--- src/rtl/uart_rx.sv ---
// 8-N-1 UART receiver: oversampled start-edge lock, mid-bit sampling,
// registered byte output with one-cycle valid and framing-error strobes.
module uart_rx #(
    parameter int DATA_WIDTH   = 8,
    parameter int BAUDRATE     = 9600,
    parameter int CLK_FREQ_MHZ = 125,
    parameter int OVERSAMPLE   = 16
) (
    input  logic                  clk,
    input  logic                  rstn,
    input  logic                  rx,
    output logic [DATA_WIDTH-1:0] data_o,
    output logic                  rx_valid,
    output logic                  frame_err,
    output logic                  rx_busy
);

    localparam int BAUD_DIV = CLK_FREQ_MHZ * 1_000_000 / (BAUDRATE * OVERSAMPLE);
    localparam int DIV_W    = $clog2(BAUD_DIV) + 1;
    localparam int SMP_W    = $clog2(OVERSAMPLE);
    localparam int BIT_W    = $clog2(DATA_WIDTH) + 1;

    localparam logic [DIV_W-1:0] DIV_LAST = DIV_W'(BAUD_DIV - 1);
    localparam logic [SMP_W-1:0] SMP_LAST = SMP_W'(OVERSAMPLE - 1);
    localparam logic [SMP_W-1:0] SMP_MID  = SMP_W'(OVERSAMPLE / 2 - 1);
    localparam logic [BIT_W-1:0] BIT_LAST = BIT_W'(DATA_WIDTH - 1);

    typedef enum logic [2:0] {
        IDLE      = 3'd0,
        START     = 3'd1,
        DATA      = 3'd2,
        STOP      = 3'd3,
        WAIT_IDLE = 3'd4
    } state_t;

    state_t                  state_r;
    state_t                  state_next_s;
    logic                    rx_meta_r;
    logic                    rx_s;
    logic                    rx_prev_r;
    logic [DIV_W-1:0]        div_cnt_r;
    logic [DIV_W-1:0]        div_cnt_next_s;
    logic [SMP_W-1:0]        smp_cnt_r;
    logic [SMP_W-1:0]        smp_cnt_next_s;
    logic [BIT_W-1:0]        bit_cnt_r;
    logic [BIT_W-1:0]        bit_cnt_next_s;
    logic [DATA_WIDTH-1:0]   shreg_r;
    logic [DATA_WIDTH-1:0]   shreg_next_s;
    logic [DATA_WIDTH-1:0]   data_next_s;
    logic                    valid_next_s;
    logic                    ferr_next_s;
    logic                    tick_s;
    logic                    smp_last_s;

    assign tick_s     = (div_cnt_r == DIV_LAST);
    assign smp_last_s = (smp_cnt_r == SMP_LAST);

    // Two-flop synchroniser plus one history flop for falling-edge detection; idle line is high
    always_ff @(posedge clk or negedge rstn) begin
        if (!rstn) begin
            rx_meta_r <= 1'b1;
            rx_s      <= 1'b1;
            rx_prev_r <= 1'b1;
        end else begin
            rx_meta_r <= rx;
            rx_s      <= rx_meta_r;
            rx_prev_r <= rx_s;
        end
    end

    // Next-state, counter and output-strobe logic
    always_comb begin
        state_next_s   = state_r;
        div_cnt_next_s = tick_s ? '0 : div_cnt_r + 1'b1;
        smp_cnt_next_s = smp_cnt_r;
        bit_cnt_next_s = bit_cnt_r;
        shreg_next_s   = shreg_r;
        data_next_s    = data_o;
        valid_next_s   = 1'b0;
        ferr_next_s    = 1'b0;

        if (tick_s) begin
            smp_cnt_next_s = smp_last_s ? '0 : smp_cnt_r + 1'b1;
        end else begin
            smp_cnt_next_s = smp_cnt_r;
        end

        case (state_r)
            IDLE: begin
                // Counters restart on the edge so sampling is phase-locked to it
                div_cnt_next_s = '0;
                smp_cnt_next_s = '0;
                if (rx_prev_r && !rx_s) begin
                    state_next_s = START;
                end else begin
                    state_next_s = IDLE;
                end
            end
            START: begin
                if (tick_s && (smp_cnt_r == SMP_MID)) begin
                    if (rx_s) begin
                        state_next_s = IDLE;
                    end else begin
                        smp_cnt_next_s = '0;
                        bit_cnt_next_s = '0;
                        state_next_s   = DATA;
                    end
                end else begin
                    state_next_s = START;
                end
            end
            DATA: begin
                if (tick_s && smp_last_s) begin
                    shreg_next_s   = {rx_s, shreg_r[DATA_WIDTH-1:1]};
                    bit_cnt_next_s = bit_cnt_r + 1'b1;
                    if (bit_cnt_r == BIT_LAST) begin
                        state_next_s = STOP;
                    end else begin
                        state_next_s = DATA;
                    end
                end else begin
                    state_next_s = DATA;
                end
            end
            STOP: begin
                // Leave at mid stop bit so a zero-gap following start edge is still caught
                if (tick_s && smp_last_s) begin
                    if (rx_s) begin
                        data_next_s  = shreg_r;
                        valid_next_s = 1'b1;
                        state_next_s = IDLE;
                    end else begin
                        ferr_next_s  = 1'b1;
                        state_next_s = WAIT_IDLE;
                    end
                end else begin
                    state_next_s = STOP;
                end
            end
            WAIT_IDLE: begin
                div_cnt_next_s = '0;
                smp_cnt_next_s = '0;
                if (rx_s) begin
                    state_next_s = IDLE;
                end else begin
                    state_next_s = WAIT_IDLE;
                end
            end
            default: begin
                state_next_s   = IDLE;
                div_cnt_next_s = '0;
                smp_cnt_next_s = '0;
            end
        endcase
    end

    // State, datapath and registered outputs
    always_ff @(posedge clk or negedge rstn) begin
        if (!rstn) begin
            state_r   <= IDLE;
            div_cnt_r <= '0;
            smp_cnt_r <= '0;
            bit_cnt_r <= '0;
            shreg_r   <= '0;
            data_o    <= '0;
            rx_valid  <= 1'b0;
            frame_err <= 1'b0;
            rx_busy   <= 1'b0;
        end else begin
            state_r   <= state_next_s;
            div_cnt_r <= div_cnt_next_s;
            smp_cnt_r <= smp_cnt_next_s;
            bit_cnt_r <= bit_cnt_next_s;
            shreg_r   <= shreg_next_s;
            data_o    <= data_next_s;
            rx_valid  <= valid_next_s;
            frame_err <= ferr_next_s;
            rx_busy   <= (state_next_s != IDLE);
        end
    end

endmodule

--- config.mk ---
export PLATFORM = sky130hd
export DESIGN_NAME = uart_rx
export DESIGN_NICKNAME = d
export VERILOG_FILES = /design/src/rtl/uart_rx.sv
export SDC_FILE = /design/constraint.sdc
export NUM_CORES = 1
export LEC_CHECK = 0
export ABC_AREA = 1
export BUFFER_PORTS_ARGS = -buffer_cell sky130_fd_sc_hd__buf_2
export CAP_MARGIN = 10
export CELL_PAD_IN_SITES_DETAIL_PLACEMENT = 0
export CELL_PAD_IN_SITES_GLOBAL_PLACEMENT = 1
export CORE_ASPECT_RATIO = 1.1
export CORE_MARGIN = 3
export CORE_UTILIZATION = 35
export CTS_CLUSTER_SIZE = 28
export DETAILED_ROUTE_END_ITERATION = 16
export GPL_ROUTABILITY_DRIVEN = 0
export PLACE_DENSITY_LB_ADDON = 0.1
export SETUP_SLACK_MARGIN = 0.1
export SYNTH_ARGS = -nofsm -noshare
export SYNTH_HDL_FRONTEND = slang
export SYNTH_SLANG_ARGS = --single-unit
--- constraint.sdc ---
create_clock -name clk -period 4.6 [get_ports clk]
set_input_delay 0 -clock clk [delete_from_list [all_inputs] [get_ports clk]]
set_output_delay 0 -clock clk [all_outputs]
set_load 0.01 [all_outputs]
==> results.sh <==
export IMPL_grt_pass1_wl_um=7250
export IMPL_powerDensity_mw_per_mm2=337
export IMPL_ff2ff_path_depth=9
export IMPL_fin_crit_ns=1.79
export IMPL_holdPathStages=2
export IMPL_fin_skew_ns=0.00391
export IMPL_crit_family="simple AND/OR/NAND/NOR gates"
export IMPL_grt_use_total_pct=13.3
export IMPL_synth_edf_count=0
export IMPL_p_total_uw=800
export IMPL_critical_path_max_fanout=19
export IMPL_grt_ovfl_total=0
export IMPL_drc=0
export IMPL_grt_start_max_net_pins=45
export IMPL_detail_route_first_pass_iterations=4
export IMPL_syn_area_mm2=0.00212
export IMPL_antenna_cells=0
export IMPL_p_clk_share_pct=32.3
export IMPL_r2r_end="bit_cnt_r[2]"
export IMPL_drt_iter0_drc=70
export IMPL_synth_cells=240
export IMPL_dp_hpwl_um=2850
export IMPL_io_buffers=13
export IMPL_critPathMostFrequentCell="nand2_1"
export IMPL_synth_main_ff_cell="dfrtp_1"
export IMPL_crit_reg2reg_launch="div_cnt_r[0]"
export IMPL_p_int_uw=573
export IMPL_syn_nets=247
export IMPL_grt_pass1_vias=1528
export IMPL_power_frac_seq_pct=54.8
export IMPL_register_area_mm2=0.00110
export IMPL_p_sw_share_pct=28.4
export IMPL_hold_path_class="in2reg"
export IMPL_dr_total_vias=1512
export IMPL_startpoint_type="register"
export IMPL_drv_cap=0
export IMPL_syn_to_final_growth_pct=12.1
export IMPL_worstPathArrival_ns=1.98
export IMPL_cts_tree="built"
export IMPL_comb_power_share_pct=13.0
export IMPL_synth_avg_cell_area_um2=8.83
export IMPL_layout_drive_gt1_share_pct=19.5
export IMPL_finalCritPeriodShare_pct=38.8
export IMPL_finalNetCount=267
export IMPL_crit_type="reg2reg"
export IMPL_async_flop_share_pct=100
export IMPL_cp_slowest_cell="dfrtp_1"
export IMPL_tightest_slew_ns=0.985
export IMPL_fin_setup_tns_ns=0
export IMPL_slew_limit_headroom_pct=34.3
export IMPL_max_freq_mhz=560
export IMPL_multi_input_area_um2=841
export IMPL_p_sw_uw=227
export IMPL_cts_path_max_buffers=2
export IMPL_initial_core_util_pct=36.5
export IMPL_hold_viol=0
export IMPL_ir_drop_mv=0.146
export IMPL_die_area_mm2=0.00702
export IMPL_cts_root_buf="clkbuf_8"
export IMPL_path_buf_inv=1
export IMPL_worstHoldStart="rx"
export IMPL_worstSkewPairLatency_ns=0.29
export IMPL_crit_chain="inv_1 -> ha_1 -> nand2_1 -> nor2_2 -> nand4_4 -> nor2_4 -> nand3_1 -> nand2_1 -> nor2_1"
export IMPL_io_pins=14
export IMPL_status="completed"
export IMPL_yosysWarnings=0
export IMPL_die_y_um=87.6
export IMPL_hold_path_endpoint="rx_meta_r"
export IMPL_clk_pin_slew_ns=0.08
export IMPL_fillers=615
export IMPL_antenna_left=0
export IMPL_max_stage_delay_ns=0.42
export IMPL_postCtsSetupRepairBufs=0
export IMPL_cts_max_level=2
export IMPL_wire_per_inst_um=11.5
export IMPL_synth_seq_cells=44
export IMPL_setup_viol=0
export IMPL_numCtsBuffers=5
export IMPL_die_x_um=80.2
export IMPL_regToRegSetupSlack_ns=2.81
export IMPL_core_mm2=0.00581
export IMPL_vias_per_cell=4.47
export IMPL_rsz0062_at_grt="no"
export IMPL_rows=29
export IMPL_antenna_found_initial=0
export IMPL_p_leak_nw=1.16
export IMPL_drv_slew=0
export IMPL_post_cts_resize_count=0
export IMPL_wirelength_um=3890
export IMPL_cts_sinks=44
export IMPL_critPathCaptureType="register"
export IMPL_ys_seq_area_share_pct=52.2
export IMPL_cp_required_ns=4.79
export IMPL_synth_distinct_cells=30
==> cell usage in the layout (no fill, tap or decap) <==
cell	n
nand2_1	56
clkinvlp_4	2
inv_1	37
nor2_4	4
nand3_1	10
o21ai_2	9
nand3_4	1
nand4_1	4
nor3_2	1
inv_2	3
nor2_2	2
a31oi_1	1
nand2_2	3
ha_1	4
buf_2	13
o211ai_1	1
nand4_4	1
dfrtp_1	41
dlygate4sd3_1	2
o21bai_1	1
nand4_2	1
xnor2_1	2
or2_2	2
nor3_1	5
o21ai_0	10
clkbuf_8	6
o21a_1	1
nand3b_1	1
a21oi_1	6
dfstp_2	3
nor4_1	1
nor2_1	25
xor2_1	2
==> area by class of cell <==
type                            count  area share, %
Clock buffer                        6           3.48
Clock inverter                      2          0.632
Inverter                           40           6.32
Multi-Input combinational cell    154           35.4
Sequential cell                    44           46.5
Tap cell                           77           4.06
Timing Repair Buffer               15           3.58
==> power by group through the flow <==
stage                     clock [mW]  combinational, mW  sequential [mW]
after global placement             0              0.106            0.446
after detailed placement           0              0.106            0.446
after floorplan                    0             0.0780            0.441
after global routing           0.290              0.129            0.443
after CTS                      0.274              0.108            0.438
final                          0.258              0.104            0.438
==> state kept, by name (all words and copies together) (netlist names) <==
name,flops
data_o,8
bit_cnt_r,4
smp_cnt_r,4
rx_valid,1
state_r,3
frame_err,1
div_cnt_r,11
rx_busy,1
rx_s,1
rx_meta_r,1
shreg_r,8
rx_prev_r,1
==> cells in the mapped netlist (all sizes together), types with 2 or more instances <==
| library cell | n | share of area, % |
|---|---|---|
| nand4 | 6 | 2.8 |
| buf | 2 | 1.1 |
| xnor2 | 2 | 0.83 |
| dfrtp | 41 | 48 |
| ha | 4 | 2.4 |
| nor3 | 6 | 1.7 |
| o21ai | 19 | 6.1 |
| nor2 | 31 | 7.1 |
| inv | 40 | 7.1 |
| nand2 | 59 | 11 |
| or2 | 2 | 0.59 |
| a21oi | 6 | 1.4 |
| xor2 | 2 | 0.83 |
| dfstp | 3 | 3.7 |
| nand3 | 11 | 3.2 |
==> stage by stage <==
| stage | area [µm²] | utilization (%) | cells | setup slack [ns] | hold slack, ns |
|---|---|---|---|---|---|
| finish | 2370 | 40.9 | 338 | 2.81 | 0.353 |
| CTS | 2370 | 40.9 | 338 | 2.79 | 0.347 |
| global route | 2370 | 40.9 | 338 | 2.50 | 0.353 |
| floorplan | 2120 | - | 240 | 3.06 | -0.296 |
| detailed placement | 2260 | 38.9 | 328 | 2.79 | 0.108 |
| global placement | 2260 | 38.9 | 328 | 2.82 | 0.109 |
==> logic make-up after synthesis <==
logic type                 Yosys count  share of synthesized area, %
xor gates and xnor gates             4                          1.65
and+or+nand+nor                    117                          26.8
adders and majority gates            4                          2.36
AOI/OAI and AO/OA                   29                          8.86
DFF                                 44                          52.2
buffers and inverters               42                          8.15
==> metal layers <==
layer	vias up	global-route usage [%]	part of all wire [%]
li1	790	-	-
met1	706	17.2	48
met2	14	22.2	48
met3	2	2.78	2.6
met4	0	4.61	0.80
met5	-	0	0
==> how the worst max path moves through the flow <==
stage	depth (start not counted)	endpoint	from
2_1_floorplan	10	data_o[4]	div_cnt_r[0]
3_3_place_gp	9	bit_cnt_r[2]	div_cnt_r[0]
3_5_place_dp	10	bit_cnt_r[3]	div_cnt_r[0]
4_1_cts	10	bit_cnt_r[3]	div_cnt_r[0]
5_1_grt	10	bit_cnt_r[2]	div_cnt_r[0]
6_report	9	bit_cnt_r[2]	div_cnt_r[0]
==> what timing repair did <==
action | 4_1_cts | 5_1_grt
setup endpoints to repair | 0 | 0
hold buffers | 2 | 0
endpoints found under the hold margin | 42 | 0
Power figures use the tool's default switching activity.
